`config.mk`:
```
export PLATFORM = sky130hd
export DESIGN_NAME = vector_op_arbiter
export DESIGN_NICKNAME = d
export VERILOG_FILES = /design/src/rtl/vector_op_arbiter.sv
export SDC_FILE = /design/constraint.sdc
export NUM_CORES = 1
export LEC_CHECK = 0
export CAP_MARGIN = 15
export CORE_ASPECT_RATIO = 0.8
export CORE_UTILIZATION = 35
export CTS_BUF_LIST = sky130_fd_sc_hd__clkbuf_16
export CTS_CLUSTER_SIZE = 10
export DETAILED_ROUTE_END_ITERATION = 10
export PLACE_DENSITY = 0.62
export SLEW_MARGIN = 5
export SYNTH_ARGS = -nofsm -noshare
export SYNTH_HDL_FRONTEND = slang
export SYNTH_SLANG_ARGS = --single-unit
```
`constraint.sdc`:
```
create_clock -name clk -period 3.1 [get_ports clk]
set_input_delay 0.62 -clock clk [delete_from_list [all_inputs] [get_ports clk]]
set_output_delay 0.62 -clock clk [all_outputs]
set_load 0.01 [all_outputs]
```
`src/rtl/vector_op_arbiter.sv`:
```
// vector_op_arbiter
// Round-robin arbiter in front of one shared 8-bit vector datapath
// (slice, reverse, reduce, popcount, invert).
// Each accepted request makes one pass IDLE -> GRANT -> EXEC -> DONE. The
// result is held on a valid/ready channel and tagged with the requester index.
// Optional build macro VOP_TIMEOUT_EN adds a stall timeout (TIMEOUT
// parameter) that drops a result after TIMEOUT back-pressured cycles. When
// the timeout fires, the sticky drop_flag output is set.
//
// state | meaning
// ------+------------------------------------------------------------
// IDLE  | no operation in flight; pick next requester from ptr upward
// GRANT | req_ready[gnt] pulses; operand, opcode and ID are latched
// EXEC  | datapath result registered into res_data
// DONE  | res_valid held until res_ready (or timeout when enabled)

module vector_op_arbiter #(
   parameter int NUM_REQ = 4,
   parameter int ID_W    = 2
`ifdef VOP_TIMEOUT_EN
   ,
   parameter int TIMEOUT = 15
`endif
) (
   input  logic                 clk,
   input  logic                 rst,
   input  logic [NUM_REQ-1:0]   req_valid,
   input  logic [NUM_REQ*8-1:0] req_data,
   input  logic [NUM_REQ*3-1:0] req_op,
   output logic [NUM_REQ-1:0]   req_ready,
   output logic                 res_valid,
   input  logic                 res_ready,
   output logic [7:0]           res_data,
   output logic [2:0]           res_op,
   output logic [ID_W-1:0]      res_id,
   output logic                 busy
`ifdef VOP_TIMEOUT_EN
   ,
   output logic                 drop_flag
`endif
);

   typedef enum logic [1:0] {
      IDLE  = 2'd0,
      GRANT = 2'd1,
      EXEC  = 2'd2,
      DONE  = 2'd3
   } state_t;

   state_t          state;
   logic [ID_W-1:0] ptr;
   logic [ID_W-1:0] gnt;
   logic [ID_W-1:0] sel_idx;
   logic [ID_W-1:0] cand;
   logic            sel_found;
   logic [7:0]      opnd;
   logic [2:0]      opc;
   logic [7:0]      data_arr [NUM_REQ];
   logic [2:0]      op_arr   [NUM_REQ];

`ifdef VOP_TIMEOUT_EN
   // Counter only needs to reach TIMEOUT-1; 4 bits cover the default.
   localparam int TO_W = (TIMEOUT < 16) ? 4 : 8;
   logic [TO_W-1:0] stall_cnt;
`endif

   // Index arithmetic modulo NUM_REQ, kept in ID_W bits so the
   // NUM_REQ-1 -> 0 wrap works for non-power-of-two requester counts.
   function automatic logic [ID_W-1:0] wrap_add(input logic [ID_W-1:0] a,
                                                input int k);
      int s;
      s = int'(a) + k;
      if (s >= NUM_REQ) s = s - NUM_REQ;
      return ID_W'(s);
   endfunction

   // Shared datapath, evaluated on the latched operand during EXEC.
   function automatic logic [7:0] vop_compute(input logic [2:0] op,
                                              input logic [7:0] d);
      logic [7:0] r;
      logic [3:0] cnt;
      r   = '0;
      cnt = '0;
      case (op)
         3'd0: r = d;
         3'd1: for (int i = 0; i < 8; i++) r[i] = d[7-i];
         3'd2: r = {7'b0, ^d};
         3'd3: r = {4'b0, d[3:0]};
         3'd4: r = {4'b0, d[7:4]};
         3'd5: r = {d[3:0], d[7:4]};
         3'd6: begin
            for (int i = 0; i < 8; i++) cnt = cnt + {3'b0, d[i]};
            r = {4'b0, cnt};
         end
         default: r = ~d;
      endcase
      return r;
   endfunction

   // Unpack the flat requester buses so the winner can be indexed directly.
   for (genvar i = 0; i < NUM_REQ; i++) begin : g_unpack
      assign data_arr[i] = req_data[8*i +: 8];
      assign op_arr[i]   = req_op[3*i +: 3];
   end

   // Round-robin pick: first valid requester scanning upward from ptr.
   always_comb begin
      sel_found = 1'b0;
      sel_idx   = '0;
      cand      = '0;
      for (int k = 0; k < NUM_REQ; k++) begin
         cand = wrap_add(ptr, k);
         if (!sel_found && req_valid[cand]) begin
            sel_found = 1'b1;
            sel_idx   = cand;
         end
      end
   end

   // Sequencer FSM; every output is registered here.
   always_ff @(posedge clk) begin
      if (rst) begin
         state     <= IDLE;
         ptr       <= '0;
         gnt       <= '0;
         opnd      <= '0;
         opc       <= '0;
         req_ready <= '0;
         res_valid <= 1'b0;
         res_data  <= '0;
         res_op    <= '0;
         res_id    <= '0;
         busy      <= 1'b0;
`ifdef VOP_TIMEOUT_EN
         stall_cnt <= '0;
         drop_flag <= 1'b0;
`endif
      end else begin
         case (state)
            IDLE: begin
               if (sel_found) begin
                  gnt       <= sel_idx;
                  req_ready <= NUM_REQ'(1) << sel_idx;
                  busy      <= 1'b1;
                  state     <= GRANT;
               end
            end
            GRANT: begin
               req_ready <= '0;
               opnd      <= data_arr[gnt];
               opc       <= op_arr[gnt];
               res_id    <= gnt;
               state     <= EXEC;
            end
            EXEC: begin
               res_data  <= vop_compute(opc, opnd);
               res_op    <= opc;
               res_valid <= 1'b1;
`ifdef VOP_TIMEOUT_EN
               stall_cnt <= '0;
`endif
               state     <= DONE;
            end
            DONE: begin
               if (res_ready) begin
                  res_valid <= 1'b0;
                  ptr       <= wrap_add(gnt, 1);
                  busy      <= 1'b0;
                  state     <= IDLE;
               end
`ifdef VOP_TIMEOUT_EN
               // Drop on the TIMEOUT-th stalled cycle, as if handshaken.
               else if (stall_cnt == TO_W'(TIMEOUT - 1)) begin
                  res_valid <= 1'b0;
                  ptr       <= wrap_add(gnt, 1);
                  busy      <= 1'b0;
                  drop_flag <= 1'b1;
                  state     <= IDLE;
               end else begin
                  stall_cnt <= stall_cnt + 1'b1;
               end
`endif
            end
            default: state <= IDLE;
         endcase
      end
   end

endmodule

```
Word level (Yosys, flattened, before mapping)
Index checks and enable logic that the tools add are counted.

Memories kept: 0. Output and inout bits: 19. ROM bits: 0. Bits of input ports: 51. Bits in writable memories: 0. Bits in registers: 36. Bits in latches: 0.

Reductions and logical operators: 18. Shifts and indexed selects: 1. Add/sub/neg operators: 16. Multiply operators: 0. Equal/unequal tests: 11. Divide/modulo/power cells: 0. Bitwise logic cells: 2. $lt $le $gt $ge: 10. Multiplexer cells: 37.

Operator list (count): 8-bit case mux with 7 select lines (1); 2-bit 2-to-1 mux (11); 4-bit by 1-bit adder with 4-bit output (4); 8-bit binary-select mux with 2-bit select (1); 8-bit 2-to-1 mux (2); 3-bit >= comparator (second input constant) (5); 2-bit by 3-bit < comparator with 1-bit output (second input constant) (4); 1-bit 2-to-1 mux (10); 2-bit AND reduction (5); 2-bit by 1-bit subtractor with 2-bit output (second input constant) (5); 3-bit equality test (second input constant) (3); 1-bit binary-select mux with 2-bit select (4); 8-bit inverter (1); 2-bit case mux with 4 select lines (1); 4-bit case mux with 2 select lines (1); 8-bit parity (1); 2-bit by 1-bit adder with 3-bit output (second input constant) (2); 2-bit by 2-bit adder with 3-bit output (second input constant) (2); 3-bit binary-select mux with 2-bit select (1); 3-bit by 2-bit equality test with 1-bit output (second input constant) (2); 3-bit 2-to-1 mux (2); 2-bit nonzero test (3); 3-bit by 1-bit adder with 4-bit output (1); 2-bit equality test (second input constant) (2); 15 further kinds (21).

Depth between registers and ports, before layout
Depth after elaboration: 17. Mapped depth: 13. Gate-level depth less buffers: 12.

Worst setup path after synthesis
OpenSTA, ideal clock, no wires.

Path type: reg2reg. Start point: register opnd[0]. End point: register res_data[1]. Clock period less this slack: 3136 ps. Required time: 3035 ps. Setup time: 65 ps. Setup slack: -36 ps. Cell stages (with the launch flop): 12. Buffers on the path: 0. Arrival time: 3071 ps. Cell sequence: dfxtp_1 > inv_1 > fa_1 > fa_1 > fa_1 > inv_1 > ha_1 > fa_1 > o221ai_1 > a221oi_1 > a21oi_1 > nor2_1.

Word-level cells in the longest chain between the ends: 8.

Ends and longest elaborated chain: start: declaration (RTL line 56) `logic [7:0] opnd;`; start signal: assignment (RTL line 150) `opnd <= data_arr[gnt];`; 1-bit by 1-bit adder with 2-bit output (RTL line 92) `for (int i = 0; i < 8; i++) cnt = cnt + {3'b0, d[i]};`; 2-bit by 1-bit adder with 3-bit output (RTL line 92); 3-bit by 1-bit adder with 4-bit output (RTL line 92); 4-bit by 1-bit adder with 4-bit output (4 in a row) (RTL line 92); 8-bit case mux with 7 select lines (RTL line 84) `case (op)`; end signal: assignment (RTL line 156) `res_data <= vop_compute(opc, opnd);`; end: declaration (RTL line 33) `output logic [7:0] res_data,`.

No other way between the ends. A chain may end at the register's enable or synchronous reset.

Worst setup path in the final report
Same ends and word-level chain as after synthesis.

==> impl_metrics.json <==
{
  "status": "finished with violations",
  "violations": "setup timing",
  "powerDensity_nw_per_um2": 721,
  "min-delay-start": "res_data[3]$_SDFFE_PP0P_",
  "rsz0062_at_grt": "true",
  "coreArea_um2": 6410,
  "synthMuxAreaShare": 0.193,
  "nets": 380,
  "synth_top_family_by_area": "multiplexers",
  "r2r-end": "res_data[1]$_SDFFE_PP0P_",
  "fin_skew_ps": 2.18,
  "worstSetupPathType": "flip-flop to flip-flop",
  "antenna_found_initial": 0,
  "cp_max_fo": 2,
  "whs_ps": 468,
  "worst_ep_arrival_time_ps": 3380,
  "synth_seq_cells": 36,
  "clkTransAtPathRegs_ps": 50,
  "tightest_slew_ps": 868,
  "rr_startpoint": "opnd[0]$_SDFFE_PP0P_",
  "fp.dieW_um": 93.2,
  "start_kind": "flip-flop",
  "dieArea_um2": 6990,
  "wire_per_inst_um": 13.8,
  "drive_gt1_frac": 0.114,
  "antenna_cells": 0,
  "routed_via_density": 5.03,
  "drt_first_iter_violations": 78,
  "cts_root_buf": "clkbuf_16",
  "grtUsageTotal": 0.157,
  "first_global_vias": 1755,
  "avgSynthCellArea_um2": 9.32,
  "max_cap_viol_count": 0,
  "clk_latency_ps": 280,
  "syn_nets": 314,
  "syn_inst": 250,
  "via_count": 2019,
  "synth_area_um2": 2330,
  "holdBufCountCts": 0,
  "hold_depth": 2,
  "leakage_uw": 0.00119,
  "io_buffers": 69,
  "initial_core_util": 0.364,
  "required_ps": 3300,
  "cts_buffers": 5,
  "whs_endpoint": "res_data[3]$_SDFFE_PP0P_",
  "ff2ff_path_depth": 11,
  "min_period_ps": 3180,
  "fillerInstances": 588,
  "cts-htree-levels": 2,
  "synth_edf_count": 0,
  "cts_sinks": 36,
  "die_h_um": 75.0,
  "peakVddDrop_uv": 316,
  "synth_compound_area_frac": 0.157,
  "critical_path.endpoint_type": "flip-flop",
  "hold_viol": 0,
  "synth-xor-area-share": 0.0301,
  "grt_start_max_net_pins": 22,
  "min_path_type": "flip-flop to flip-flop",
  "ys.flop_type": "dfxtp_1",
  "dr.pass1.iters": 5,
  "clock.fmax_mhz": 315,
  "post-cts-setup-buffer-count": 0,
  "final_cell_count_no_fill": 401,
  "max_slew_margin": 0.421,
  "dpl.cell_count": 393,
  "dp_hpwl_um": 4330,
  "drt_wl_total_um": 5540,
  "setup_violations": 2,
  "io_pins": 70,
  "antenna_left": 0,
  "cts_tree": "yes",
  "totalPowerFinal_uw": 2320,
  "drc": 0,
  "cts.path.max_buffers": 2,
  "yosys.area_share.simple": 0.145,
  "area_growth_pct": 37.8,
  "rows": 26,
  "synthArstFlopShare": 0,
  "yosys.area_share.adder": 0.0827,
  "maxSlewViolCount": 0,
  "timing.final.crit_share": 1.03,
  "yosysSeqAreaShare": 0.309,
  "grt_pass1_wl_um": 8440,
  "finalSetupTns_ps": -122,
  "gp_congestion": 0.821,
  "overflow": 0,
  "timing.reg2reg.setup_slack_ps": -80,
  "setup_ws_ps": -78.3,
  "ys_types": 45,
  "synth_warnings": 0
}
-- cells in the mapped netlist (all sizes together) (3+ instances only) --
master	number	area, um2
nand2	14	52.6
nand3	4	20.0
a21oi	16	83.8
a22o	5	43.8
dfxtp	36	721
ha	9	113
nor2	37	139
buf	14	104
a211oi	5	37.5
xnor2	6	52.6
clkbuf	4	15.0
o21ai	8	40.0
nand2b	5	38.8
mux4	11	248
inv	20	75.1
a22oi	4	30.0
mux2i	19	190
o221ai	4	35.0
nor2b	3	18.8
fa	4	80.1
-- worst max path at each step --
stage,from,endpoint,slack (ps),depth (start not counted)
6_report,opnd[0]$_SDFFE_PP0P_,res_data[1]$_SDFFE_PP0P_,-80,11
5_1_grt,opnd[0]$_SDFFE_PP0P_,res_data[1]$_SDFFE_PP0P_,-200,11
4_1_cts,opnd[0]$_SDFFE_PP0P_,res_data[1]$_SDFFE_PP0P_,-80,11
3_5_place_dp,opnd[0]$_SDFFE_PP0P_,res_data[1]$_SDFFE_PP0P_,-100,11
3_3_place_gp,opnd[0]$_SDFFE_PP0P_,res_data[2]$_SDFFE_PP0P_,-10,12
2_1_floorplan,opnd[3]$_SDFFE_PP0P_,res_data[1]$_SDFFE_PP0P_,20,12
-- per-layer routing --
metal / wire length, um / track usage / vias up
met2: 2360 / 0.226 / 72
met3: 363 / 0.0333 / 9
li1: - / - / 1012
met4: 59 / 0.0462 / 0
met5: 0 / 0 / -
met1: 2750 / 0.234 / 926
-- cell usage in the layout (no fill, tap or decap), types with 2 or more instances in the layout --
cell type and instances:
a22oi_1 4, nor2_1 37, inv_2 2, mux4_2 11
mux2i_1 19, o211ai_1 2, clkbuf_16 5, ha_1 8
dfxtp_2 2, buf_4 8, o221ai_1 4, a22o_1 5
a211oi_1 5, nor2b_1 3, o22ai_1 2, nand2b_1 4
inv_1 19, dfxtp_1 34, fa_1 4, xnor2_1 6
nand2_1 14, nor3_2 2, clkdlybuf4s50_1 69, xor2_1 2
o21ai_1 2, a21oi_1 15, o21ai_0 6, nand3_1 4
-- logic make-up after synthesis --
family | Yosys count
muxes | 31
and+or+nand+nor | 70
AOI/OAI and AO/OA | 54
DFF | 36
adders and majority gates | 13
xor gates and xnor gates | 8
buffers and inverters | 38
-- what timing repair did --
item	in CTS	in global routing
hold endpoints to repair	0	0
pin swaps	1	0
setup endpoints to repair	2	2
gates resized for setup	1	0
-- per-stage QoR --
stage               cell area [um2]  setup slack (ps)   util
finish                         3210             -78.3  0.501
global route                   3210              -197  0.501
CTS                            3210             -82.8  0.501
detailed placement             3070              -103  0.479
global placement               3070             -10.5  0.479
floorplan                      2340              24.3      -
-- flip-flops by register name (all words and copies together), names as in the netlist --
| register | cells |
|---|---|
| state | 2 |
| gnt | 2 |
| res_id | 2 |
| res_op | 3 |
| res_data | 8 |
| res_valid | 1 |
| ptr | 2 |
| opc | 3 |
| opnd | 8 |
| req_ready | 4 |
| busy | 1 |
-- power breakdown --
part	switching, uW	leakage (uW)	total [uW]	internal, uW
registers	159	0.000295	733	575
logic	524	0.000823	1100	580
clock network	187	0.0000687	478	292
-- area by class of cell --
cell class	instances	area, um2	area share
Clock buffer	5	125	0.0389
Clock inverter	3	15.0	0.00467
Inverter	20	75.1	0.0234
Multi-Input combinational cell	176	1420	0.442
Sequential cell	36	723	0.225
Tap cell	84	105	0.0327
Timing Repair Buffer	77	751	0.234
-- worst max-delay path, cell delays in order, from the launching register on --
cell      delay, ps
dfxtp_2         330
inv_2            50
fa_1            560
fa_1            430
fa_1            490
inv_1            40
ha_2            170
fa_1            480
o221ai_1        120
a221oi_1        290
a21oi_1          70
nor2_1           90
Power figures use the tool's default switching activity.
